<file path="src/rtl/ex_muldiv_seq.sv">
// ex_muldiv_seq: multi-cycle RV32M sequencer for the EX stage.
// Runs one MUL/DIV-class op at a time. Multiplies use a radix-2
// shift-add loop and divides a restoring loop, each over magnitudes.
// A final fix-up cycle applies the signs. Divide-by-zero and signed
// overflow finish in one cycle without iterating.
// Ports:
//   i_clk, i_reset (async, active-low)
//   i_valid/i_func3/i_rs1/i_rs2 : op request, held stable until o_valid
//   i_flush  : kill the in-flight op
//   o_stall  : i_valid & ~o_valid, freezes IF/ID/EX
//   o_busy   : sequencer not idle
//   o_valid  : one-cycle result strobe
//   o_result : result, holds its last value between strobes
module ex_muldiv_seq #(
  parameter int unsigned XLEN  = 32,
  parameter int unsigned CNT_W = 5
) (
  input  logic            i_clk,
  input  logic            i_reset,
  input  logic            i_valid,
  input  logic [2:0]      i_func3,
  input  logic [XLEN-1:0] i_rs1,
  input  logic [XLEN-1:0] i_rs2,
  input  logic            i_flush,
  output logic            o_stall,
  output logic            o_busy,
  output logic            o_valid,
  output logic [XLEN-1:0] o_result
);

  typedef enum logic [2:0] {
    ST_IDLE,
    ST_MUL,
    ST_DIV,
    ST_FIX,
    ST_DONE
  } state_t;

  state_t           state_q, state_d;
  logic [CNT_W-1:0] cnt_q;
  logic             loaded_q;
  logic [2:0]       func_q;
  logic             neg_a_q, neg_b_q;
  logic [XLEN-1:0]  mag_a_q, mag_b_q;
  logic [XLEN-1:0]  hi_q, lo_q;
  logic [XLEN-1:0]  result_q;

  // Operand decode at accept
  logic            sgn_a, sgn_b, in_neg_a, in_neg_b;
  logic            div_zero, div_ovf, fast;
  logic [XLEN-1:0] fast_res;
  logic            last_iter;

  // Iteration and fix-up datapath
  logic [XLEN:0]     mul_sum, div_sh, div_diff;
  logic [2*XLEN-1:0] prod, prod_fix;
  logic [XLEN-1:0]   quo_fix, rem_fix, fix_res;

  always_comb begin
    sgn_a    = (i_func3 == 3'b001) || (i_func3 == 3'b010) ||
               (i_func3 == 3'b100) || (i_func3 == 3'b110);
    sgn_b    = (i_func3 == 3'b001) || (i_func3 == 3'b100) ||
               (i_func3 == 3'b110);
    in_neg_a = sgn_a & i_rs1[XLEN-1];
    in_neg_b = sgn_b & i_rs2[XLEN-1];
    div_zero = i_func3[2] && (i_rs2 == '0);
    div_ovf  = ((i_func3 == 3'b100) || (i_func3 == 3'b110)) &&
               (i_rs1 == {1'b1, {(XLEN-1){1'b0}}}) && (i_rs2 == '1);
    fast     = div_zero | div_ovf;
    if (div_zero) fast_res = i_func3[1] ? i_rs1 : '1;
    else          fast_res = i_func3[1] ? '0 : i_rs1;
  end

  always_comb begin
    last_iter = loaded_q && (cnt_q == CNT_W'(XLEN-1));
    mul_sum   = {1'b0, hi_q} + (lo_q[0] ? {1'b0, mag_a_q} : '0);
    div_sh    = {hi_q, lo_q[XLEN-1]};
    div_diff  = div_sh - {1'b0, mag_b_q};
    prod      = {hi_q, lo_q};
    prod_fix  = (neg_a_q ^ neg_b_q) ? -prod : prod;
    quo_fix   = (neg_a_q ^ neg_b_q) ? -lo_q : lo_q;
    rem_fix   = neg_a_q ? -hi_q : hi_q;
    if (func_q[2])            fix_res = func_q[1] ? rem_fix : quo_fix;
    else if (func_q == 3'b000) fix_res = prod_fix[XLEN-1:0];
    else                       fix_res = prod_fix[2*XLEN-1:XLEN];
  end

  always_ff @(posedge i_clk or negedge i_reset) begin
    if (!i_reset) state_q <= ST_IDLE;
    else          state_q <= state_d;
  end

  always_comb begin
    state_d = state_q;
    o_busy  = (state_q != ST_IDLE);
    o_valid = (state_q == ST_DONE);
    o_stall = i_valid & ~o_valid;
    case (state_q)
      ST_IDLE: if (i_valid) state_d = fast ? ST_DONE : (i_func3[2] ? ST_DIV : ST_MUL);
      ST_MUL,
      ST_DIV:  if (last_iter) state_d = ST_FIX;
      ST_FIX:  state_d = ST_DONE;
      ST_DONE: state_d = ST_IDLE;
      default: state_d = ST_IDLE;
    endcase
    if (i_flush) state_d = ST_IDLE;
  end

  // The first MUL/DIV cycle loads the accumulator from the latched
  // magnitudes; the 32 iterations (cnt 0..31) follow it.
  always_ff @(posedge i_clk or negedge i_reset) begin
    if (!i_reset) begin
      cnt_q    <= '0;
      loaded_q <= 1'b0;
      func_q   <= '0;
      neg_a_q  <= 1'b0;
      neg_b_q  <= 1'b0;
      mag_a_q  <= '0;
      mag_b_q  <= '0;
      hi_q     <= '0;
      lo_q     <= '0;
      result_q <= '0;
    end else if (i_flush) begin
      cnt_q    <= '0;
      loaded_q <= 1'b0;
    end else begin
      case (state_q)
        ST_IDLE: if (i_valid) begin
          func_q   <= i_func3;
          neg_a_q  <= in_neg_a;
          neg_b_q  <= in_neg_b;
          mag_a_q  <= in_neg_a ? -i_rs1 : i_rs1;
          mag_b_q  <= in_neg_b ? -i_rs2 : i_rs2;
          cnt_q    <= '0;
          loaded_q <= 1'b0;
          if (fast) result_q <= fast_res;
        end
        ST_MUL: if (!loaded_q) begin
          hi_q     <= '0;
          lo_q     <= mag_b_q;
          loaded_q <= 1'b1;
        end else begin
          hi_q  <= mul_sum[XLEN:1];
          lo_q  <= {mul_sum[0], lo_q[XLEN-1:1]};
          cnt_q <= cnt_q + CNT_W'(1);
        end
        ST_DIV: if (!loaded_q) begin
          hi_q     <= '0;
          lo_q     <= mag_a_q;
          loaded_q <= 1'b1;
        end else begin
          if (!div_diff[XLEN]) begin
            hi_q <= div_diff[XLEN-1:0];
            lo_q <= {lo_q[XLEN-2:0], 1'b1};
          end else begin
            hi_q <= div_sh[XLEN-1:0];
            lo_q <= {lo_q[XLEN-2:0], 1'b0};
          end
          cnt_q <= cnt_q + CNT_W'(1);
        end
        ST_FIX: begin
          result_q <= fix_res;
          loaded_q <= 1'b0;
        end
        default: ;
      endcase
    end
  end

  assign o_result = result_q;

endmodule

</file>
<file path="config.mk">
export PLATFORM = sky130hd
export DESIGN_NAME = ex_muldiv_seq
export DESIGN_NICKNAME = d
export VERILOG_FILES = /design/src/rtl/ex_muldiv_seq.sv
export SDC_FILE = /design/constraint.sdc
export NUM_CORES = 1
export LEC_CHECK = 0
export ABC_AREA = 1
export CAP_MARGIN = 0
export CORE_MARGIN = 2
export CORE_UTILIZATION = 40
export DETAILED_ROUTE_END_ITERATION = 6
export SLEW_MARGIN = 10
export SYNTH_ARGS = -nofsm -noshare
export SYNTH_HDL_FRONTEND = slang
export SYNTH_SLANG_ARGS = --single-unit
</file>
<file path="constraint.sdc">
create_clock -name i_clk -period 5.1 [get_ports i_clk]
set_clock_uncertainty 0.2 [all_clocks]
set_input_delay 0.51 -clock i_clk [delete_from_list [all_inputs] [get_ports i_clk]]
set_output_delay 0.51 -clock i_clk [all_outputs]
set_load 0.005 [all_outputs]
</file>
==> out/summary.json, run 1 <==
{
  "outcome": "completed",
  "leakage_component_of_the_power_nw": 11.0,
  "post-synth-top-area-cell": "dfrtp_1",
  "area_delta_synth_final_pct": 11.9,
  "die_w_microns": 223,
  "synth_top_area_share_pct": 22.6,
  "cap_viol_max_count": 0,
  "grt_pass1_vias": 21300,
  "post_synth.cell_area_avg_sq_um": 5.65,
  "asyncSetResetFlopFracSynth_pct": 100,
  "ratio_of_final_minimum_period_to_clock_period_pct": 74.2,
  "seq_area_frac_synth_pct": 22.6,
  "ios": 106,
  "dp_hpwl_microns": 73500,
  "core.rowCount": 80,
  "synth_commonest_cells": "1158 x nand2_1, 410 x nand3_1, 409 x inv_1",
  "synthDistinctLibCells": 48,
  "finalSetupViolCount": 0,
  "ys_ff_latch": 174,
  "timing.critical_path.buf_inv": 3,
  "power_density_mw_per_mm2": 749,
  "remaining_drc_errors": 0,
  "cpMostUsedCell": "nand2_1",
  "yosys_most_used_dff": "dfrtp_1",
  "worst_path_dominant_cell_family": "simple AND/OR/NAND/NOR gates",
  "finalHoldViolCount": 0,
  "cts_root_buffer": "clkbuf_16",
  "final_net_count": 3584,
  "largest_cells_by_area_after_synthesis": "dfrtp_1 23%, nand2_1 23%, nand3_1 11%",
  "worst-path-max-fanout": 19,
  "fmax_ghz": 0.264,
  "min_delay_path_depth": 2,
  "synthesis.nets": 3549,
  "placement.io_buffers": 105,
  "tightest_slew_ns": 1.05,
  "post_route_cells_drive_above_1_share_pct": 2.87,
  "core_area_sq_mm": 0.0476,
  "crit_arrival_ns": 4.00,
  "max-clock-path-buffers": 2,
  "grt_setup_unrepaired": "no",
  "finalWeightedCongestion": 1.06,
  "crit_required_ns": 5.31,
  "timing.critical_path.cells": "inv_1 -> ha_1 -> fa_1 -> inv_1 -> nand2_1 -> nand2_1 -> nand3_1 -> nand2_1 -> nand2_1 -> nand2_1 -> nand2_1 -> nand2_1 -> nand2_1 -> nand2_1 -> buf_4 -> nand2_1 -> nand2_1 -> nand2_1 -> a21oi_1",
  "critical_path_depth": 19,
  "postCtsSetupRepairBufs": 0,
  "critical-path-max-stage-delay_ns": 0.54,
  "route.final.wire_length_microns": 90900,
  "drtIter0Drc": 2697,
  "final.min_clock_period_ns": 3.78,
  "mappedNetlistArea_sq_mm": 0.0193,
  "post_synth_inst_count": 3405,
  "multi_input_gate_area_in_the_final_layout_sq_mm": 0.0128,
  "detail_routed_net_length_per_standard_cell_microns": 22.3,
  "layout.cell_area.non_filler_sq_mm": 0.0215,
  "critical_path.endpoint_type": "flip-flop",
  "gr-usage-all-layers_pct": 36.4,
  "slowest_stage": "nand2_1",
  "ant_nets": 0,
  "tritoncts_num_sinks": 174,
  "tritoncts": "built",
  "h-tree-depth": 4,
  "synth-warning-count": 0,
  "grt_start_max_net_pins": 78,
  "start_kind": "flip-flop",
  "vias": 23000,
  "drtPass1Iterations": 6,
  "initial_utilization_pct": 40.4,
  "worstRegToRegCells": 19,
  "worst_slew_margin_rel_pct": 29.5,
  "cts_inserted_buffers": 17,
  "clock_input_transition_at_the_sequential_cells_of_the_worst_setup_and_hold_paths_ns": 0.08,
  "critPathKind": "reg -> reg",
  "synth.most_common_cell": "nand2_1",
  "fillCellCount": 5296,
  "ff_latch_area_sq_mm": 0.00436,
  "die_area_sq_mm": 0.0499,
  "placement.cell_area_sq_mm": 0.0209,
  "min-delay-path-class": "reg -> reg",
  "drt-vias-per-instance": 5.66,
  "drv_slew": 0,
  "setup_tns_ns": 0,
  "grt_first_pass_wirelength_microns": 135000,
  "synth_edf_count": 0,
  "grt_remaining_overflow": 0,
  "antenna-diode-count": 0,
  "die-height_microns": 223,
  "grt_antenna_before_repair": 3,
  "clk_latency_ns": 0.50,
  "max-vdd-ir-drop_mv": 0.517
}
## state kept, by name (all words and copies together), names as in the netlist
name      flops
cnt_q         5
o_result     32
hi_q         32
mag_a_q      32
func_q        3
mag_b_q      32
neg_b_q       1
loaded_q      1
lo_q         32
neg_a_q       1
state_q       3
## per-stage QoR
stage | utilization (%) | worst slack, ns | std cells | hold WS (ns) | total power, W
floorplan | - | 2.55 | 3405 | 0.0144 | 0.0100
global placement | 43.9 | 1.17 | 4035 | 0.266 | 0.0142
detailed placement | 43.9 | 1.09 | 4035 | 0.268 | 0.0143
CTS | 45.2 | 1.42 | 4068 | 0.287 | 0.0158
global route | 45.2 | 1.11 | 4068 | 0.310 | 0.0174
finish | 45.2 | 1.32 | 4068 | 0.284 | 0.0161
## tightest hold or removal path, cell delays in order (launching register included)
cell	delay [ns]
dfrtp_1	0.35
nand2_1	0.05
nand2_1	0.06
## area by class of cell
cell class              count  share of cell area (%)
clock inverters            13                   0.923
clock buffers              19                    2.01
multi-input cells        2682                    59.5
flip-flops and latches    174                    20.2
well taps                 615                    3.57
repair buffers            149                    6.49
inverters                 416                    7.25
## routing by layer
layer  global-route usage [%]  vias to the layer above  routed length (microns)
li1                         -                    11000                        -
met4                     15.2                        4                     4040
met3                     9.14                      156                     9350
met2                     52.8                     1128                    37400
met1                     51.0                    10700                    40100
met5                        0                        -                       30
## final timing paths
| path | start | to | slack [ns] |
|---|---|---|---|
| worst max-delay path | lo_q[31] | hi_q[0] | 1.32 |
| worst min-delay path | o_result[12] | o_result[12] | 0.28 |
| worst max register to register | lo_q[31] | hi_q[0] | 1.32 |
| worst min register to register | o_result[12] | o_result[12] | 0.28 |
| max in group asynchronous | i_reset | neg_a_q | 3.21 |
| min in group asynchronous | i_reset | o_result[31] | 0.33 |
## logic make-up after synthesis
group | Yosys count | synth area share (%)
fa+ha+maj | 73 | 4.82
simple gates | 2058 | 44.4
compound gates | 468 | 13.4
flops | 174 | 22.6
mux | 1 | 0.0585
buf+inv | 549 | 11.0
xor+xnor | 82 | 3.73
## layout by cell type, fill, tap and decap left out, types with 9 or more instances in the layout
cell type	count
ha_1	71
xnor2_1	26
o21bai_1	15
nand4_1	49
inv_1	409
buf_4	42
nor2_1	357
nand3b_1	13
nand3_1	410
o211ai_1	49
nand2_1	1158
a21oi_1	121
nor3_1	38
clkdlybuf4s50_1	104
o21ai_0	247
dfrtp_1	173
xor2_1	55
nor4_1	9
clkbuf_16	17
## power breakdown
group	total (W)	switching [W]	internal [W]
Sequential	0.00296	0.000966	0.00199
Clock	0.00145	0.000657	0.000792
Combinational	0.0117	0.00829	0.00345
## what timing repair did
item / in CTS / in global routing
endpoints found under the hold margin: 52 / 0
setup endpoints to repair: 0 / 0
gates resized for setup: 0 / 0
hold buffers: 1 / 0
No activity file was read; power rests on OpenSTA's default activity.
==> inputs of run 2 (changes only) <==
- clock period: 5.1 -> 3.9 ns (I/O delays scaled with it)
==> out/summary.json, run 2 (synthesis gave the netlist of run 1 again) <==
{
  "critPathKind": {"value": "reg -> reg", "change": "unchanged"},
  "die-height": {"value": 223, "unit": "microns", "change": "unchanged"},
  "grt_remaining_overflow": {"value": 0, "change": "unchanged"},
  "layout.cell_area.non_filler": {"value": 0.0216, "unit": "sq mm", "change": "was 0.0215 sq mm"},
  "layout_common_cells": {"value": "1158 x nand2_1, 410 x nand3_1, 409 x inv_1", "change": "unchanged"},
  "remaining_drc_errors": {"value": 0, "change": "unchanged"},
  "vias": {"value": 23500, "change": "was 23000"},
  "start_kind": {"value": "flip-flop", "change": "unchanged"},
  "core.rowCount": {"value": 80, "change": "unchanged"},
  "seq_power_share": {"value": 18.4, "unit": "%", "change": "was 18.3%"},
  "tightest_slew": {"value": 1.02, "unit": "ns", "change": "was 1.05 ns"},
  "grt_first_pass_wirelength": {"value": 136000, "unit": "microns", "change": "was 135000 microns"},
  "power_density": {"value": 978, "unit": "mW/mm^2", "change": "was 749 mW/mm^2"},
  "timing.critical_path.cells": {"value": "inv_1 -> ha_1 -> fa_1 -> inv_1 -> nand2_1 -> nand2_1 -> nand3_1 -> nand2_1 -> nand2_1 -> nand2_1 -> nand2_1 -> nand2_1 -> nand2_1 -> nand2_2 -> buf_4 -> nand2_1 -> nand3_1 -> nand2_1 -> o21ai_1", "change": "was inv_1 -> ha_1 -> fa_1 -> inv_1 -> nand2_1 -> nand2_1 -> nand3_1 -> nand2_1 -> nand2_1 -> nand2_1 -> nand2_1 -> nand2_1 -> nand2_1 -> nand2_1 -> buf_4 -> nand2_1 -> nand2_1 -> nand2_1 -> a21oi_1"},
  "h-tree-depth": {"value": 4, "change": "unchanged"},
  "leakage_component_of_the_power": {"value": 11.1, "unit": "nW", "change": "was 11.0 nW"},
  "area_delta_synth_final": {"value": 12.2, "unit": "%", "change": "was 11.9%"},
  "worstReg2RegStart": {"value": "lo_q[31]", "change": "unchanged"},
  "drtIter0Drc": {"value": 3014, "change": "was 2697"},
  "ios": {"value": 106, "change": "unchanged"},
  "final.min_clock_period": {"value": 3.52, "unit": "ns", "change": "was 3.78 ns"},
  "slowest_stage": {"value": "dfrtp_1", "change": "was nand2_1"},
  "critical-path-max-stage-delay": {"value": 0.48, "unit": "ns", "change": "was 0.54 ns"},
  "layout.cells.most_common": {"value": "nand2_1", "change": "unchanged"},
  "drtPass1Iterations": {"value": 6, "change": "unchanged"},
  "place_ws": {"value": 0.454, "unit": "ns", "change": "was 1.09 ns"},
  "outcome": {"value": "completed", "change": "unchanged"},
  "final_total_power": {"value": 0.0211, "unit": "W", "change": "was 0.0161 W"},
  "dp_hpwl": {"value": 73300, "unit": "microns", "change": "was 73500 microns"},
  "clkPwrFrac": {"value": 8.4, "unit": "%", "change": "was 9.0%"},
  "drt-vias-per-instance": {"value": 5.76, "change": "was 5.66"},
  "ant_nets": {"value": 0, "change": "unchanged"},
  "fmax": {"value": 0.284, "unit": "GHz", "change": "was 0.264 GHz"},
  "die_area": {"value": 0.0499, "unit": "sq mm", "change": "unchanged"},
  "detail_routed_net_length_per_standard_cell": {"value": 22.3, "unit": "microns", "change": "about the same"},
  "reg2reg_setup_slack": {"value": 0.38, "unit": "ns", "change": "was 1.32 ns"},
  "setup_tns": {"value": 0, "unit": "ns", "change": "unchanged"},
  "switchingPower": {"value": 0.0130, "unit": "W", "change": "was 0.00991 W"},
  "finalSetupViolCount": {"value": 0, "change": "unchanged"},
  "grt_setup_unrepaired": {"value": "no", "change": "unchanged"},
  "placement.cell_area": {"value": 0.0210, "unit": "sq mm", "change": "was 0.0209 sq mm"},
  "gr-usage-all-layers": {"value": 36.4, "unit": "%", "change": "about the same"},
  "timing.rr.end": {"value": "hi_q[4]", "change": "was hi_q[0]"},
  "startpoint_of_the_most_critical_setup_path": {"value": "lo_q[31]", "change": "unchanged"},
  "ratio_of_final_minimum_period_to_clock_period": {"value": 90.2, "unit": "%", "change": "was 74.2%"},
  "cap_viol_max_count": {"value": 0, "change": "unchanged"},
  "post_route_cells_drive_above_1_share": {"value": 3.15, "unit": "%", "change": "was 2.87%"},
  "drv_slew": {"value": 0, "change": "unchanged"},
  "worst-path-max-fanout": {"value": 17, "change": "was 19"},
  "hold-path-endpoint": {"value": "o_result[11]", "change": "was o_result[12]"},
  "worst_path_dominant_cell_family": {"value": "simple AND/OR/NAND/NOR gates", "change": "unchanged"},
  "initial_utilization": {"value": 40.4, "unit": "%", "change": "unchanged"},
  "worst_hold_slack": {"value": 0.287, "unit": "ns", "change": "was 0.284 ns"},
  "clk_latency": {"value": 0.48, "unit": "ns", "change": "was 0.50 ns"},
  "grt_pass1_vias": {"value": 21500, "change": "was 21300"},
  "postCtsSetupRepairBufs": {"value": 0, "change": "unchanged"},
  "min-delay-start": {"value": "o_result[11]", "change": "was o_result[12]"},
  "cts_hold_repair_buffers": {"value": 1, "change": "unchanged"},
  "max-vdd-ir-drop": {"value": 0.574, "unit": "mV", "change": "was 0.517 mV"},
  "worstRegToRegCells": {"value": 19, "change": "unchanged"},
  "cts_inserted_buffers": {"value": 17, "change": "unchanged"},
  "min-delay-path-class": {"value": "reg -> reg", "change": "unchanged"},
  "comb_power_share": {"value": 73.2, "unit": "%", "change": "was 72.7%"},
  "post-route-worst-setup-slack": {"value": 0.382, "unit": "ns", "change": "was 1.32 ns"},
  "finalHoldViolCount": {"value": 0, "change": "unchanged"},
  "timing.critical_path.buf_inv": {"value": 3, "change": "unchanged"},
  "internal_power": {"value": 0.00809, "unit": "W", "change": "was 0.00623 W"},
  "die_w": {"value": 223, "unit": "microns", "change": "unchanged"},
  "final_net_count": {"value": 3594, "change": "was 3584"},
  "tritoncts_num_sinks": {"value": 174, "change": "unchanged"},
  "clock_input_transition_at_the_sequential_cells_of_the_worst_setup_and_hold_paths": {"value": 0.08, "unit": "ns", "change": "about the same"},
  "power.share.switching": {"value": 61.7, "unit": "%", "change": "was 61.4%"},
  "tritoncts": {"value": "built", "change": "unchanged"},
  "max-clock-path-buffers": {"value": 2, "change": "unchanged"},
  "worst_slew_margin_rel": {"value": 32.1, "unit": "%", "change": "was 29.5%"},
  "finalWeightedCongestion": {"value": 1.05, "change": "was 1.06"},
  "cts_root_buffer": {"value": "clkbuf_16", "change": "unchanged"},
  "crit_required": {"value": 4.08, "unit": "ns", "change": "was 5.31 ns"},
  "cts.repair.resized": {"value": 0, "change": "unchanged"},
  "grt_antenna_before_repair": {"value": 1, "change": "was 3"},
  "placement.io_buffers": {"value": 105, "change": "unchanged"},
  "grt_start_max_net_pins": {"value": 103, "change": "was 78"},
  "critical_path.endpoint_type": {"value": "flip-flop", "change": "unchanged"},
  "antenna-diode-count": {"value": 0, "change": "unchanged"},
  "core_area": {"value": 0.0476, "unit": "sq mm", "change": "unchanged"},
  "route.final.wire_length": {"value": 91000, "unit": "microns", "change": "was 90900 microns"},
  "crit_arrival": {"value": 3.70, "unit": "ns", "change": "was 4.00 ns"},
  "min_delay_path_depth": {"value": 2, "change": "unchanged"},
  "cpMostUsedCell": {"value": "nand2_1", "change": "unchanged"}
}
[run 2: area by class of cell]
type	count	area, sq um
repair buffers	159	1500
well taps	615	769
inverters	416	1560
fillers	5256	26000
flip-flops and latches	174	4350
clock inverters	14	153
multi-input cells	2682	12800
clock buffers	18	429
[run 2: per-stage QoR]
stage,utilization [%],std cells
final,45.3,4078
after detailed placement,44.1,4045
after global routing,45.3,4078
after global placement,44.1,4045
after floorplan,-,3405
after CTS,45.3,4078
[run 2: worst min-delay path, cell delays in order (launching register included)]
cell     delay, ns
dfrtp_1       0.35
nand2_1       0.05
nand2_1       0.06
[run 2: routing by layer]
metal / GRT usage, % / part of all wire, % / wire length [microns] / up-vias
li1: - / - / - / 11100
met1: 52.3 / 44 / 40400 / 11000
met4: 14.7 / 4.2 / 3810 / 0
met5: 0 / 0 / 0 / -
met2: 52.8 / 41 / 37600 / 1241
met3: 7.40 / 10 / 9130 / 161
[run 2: worst max path at each step]
stage | cells after the start | endpoint | slack [ns]
2_1_floorplan | 18 | hi_q[28] | 1.35
3_3_place_gp | 19 | hi_q[27] | 0.45
3_5_place_dp | 19 | hi_q[4] | 0.45
4_1_cts | 19 | hi_q[27] | 0.42
5_1_grt | 19 | hi_q[4] | 0.15
6_report | 19 | hi_q[4] | 0.38
[run 2: power groups by stage]
stage | Combinational [W] | Clock [W] | Sequential (W)
final | 0.0155 | 0.00177 | 0.00389
after global routing | 0.0169 | 0.00187 | 0.00394
after CTS | 0.0149 | 0.00179 | 0.00384
after detailed placement | 0.0149 | 0 | 0.00386
after global placement | 0.0148 | 0 | 0.00387
after floorplan | 0.00987 | 0 | 0.00321
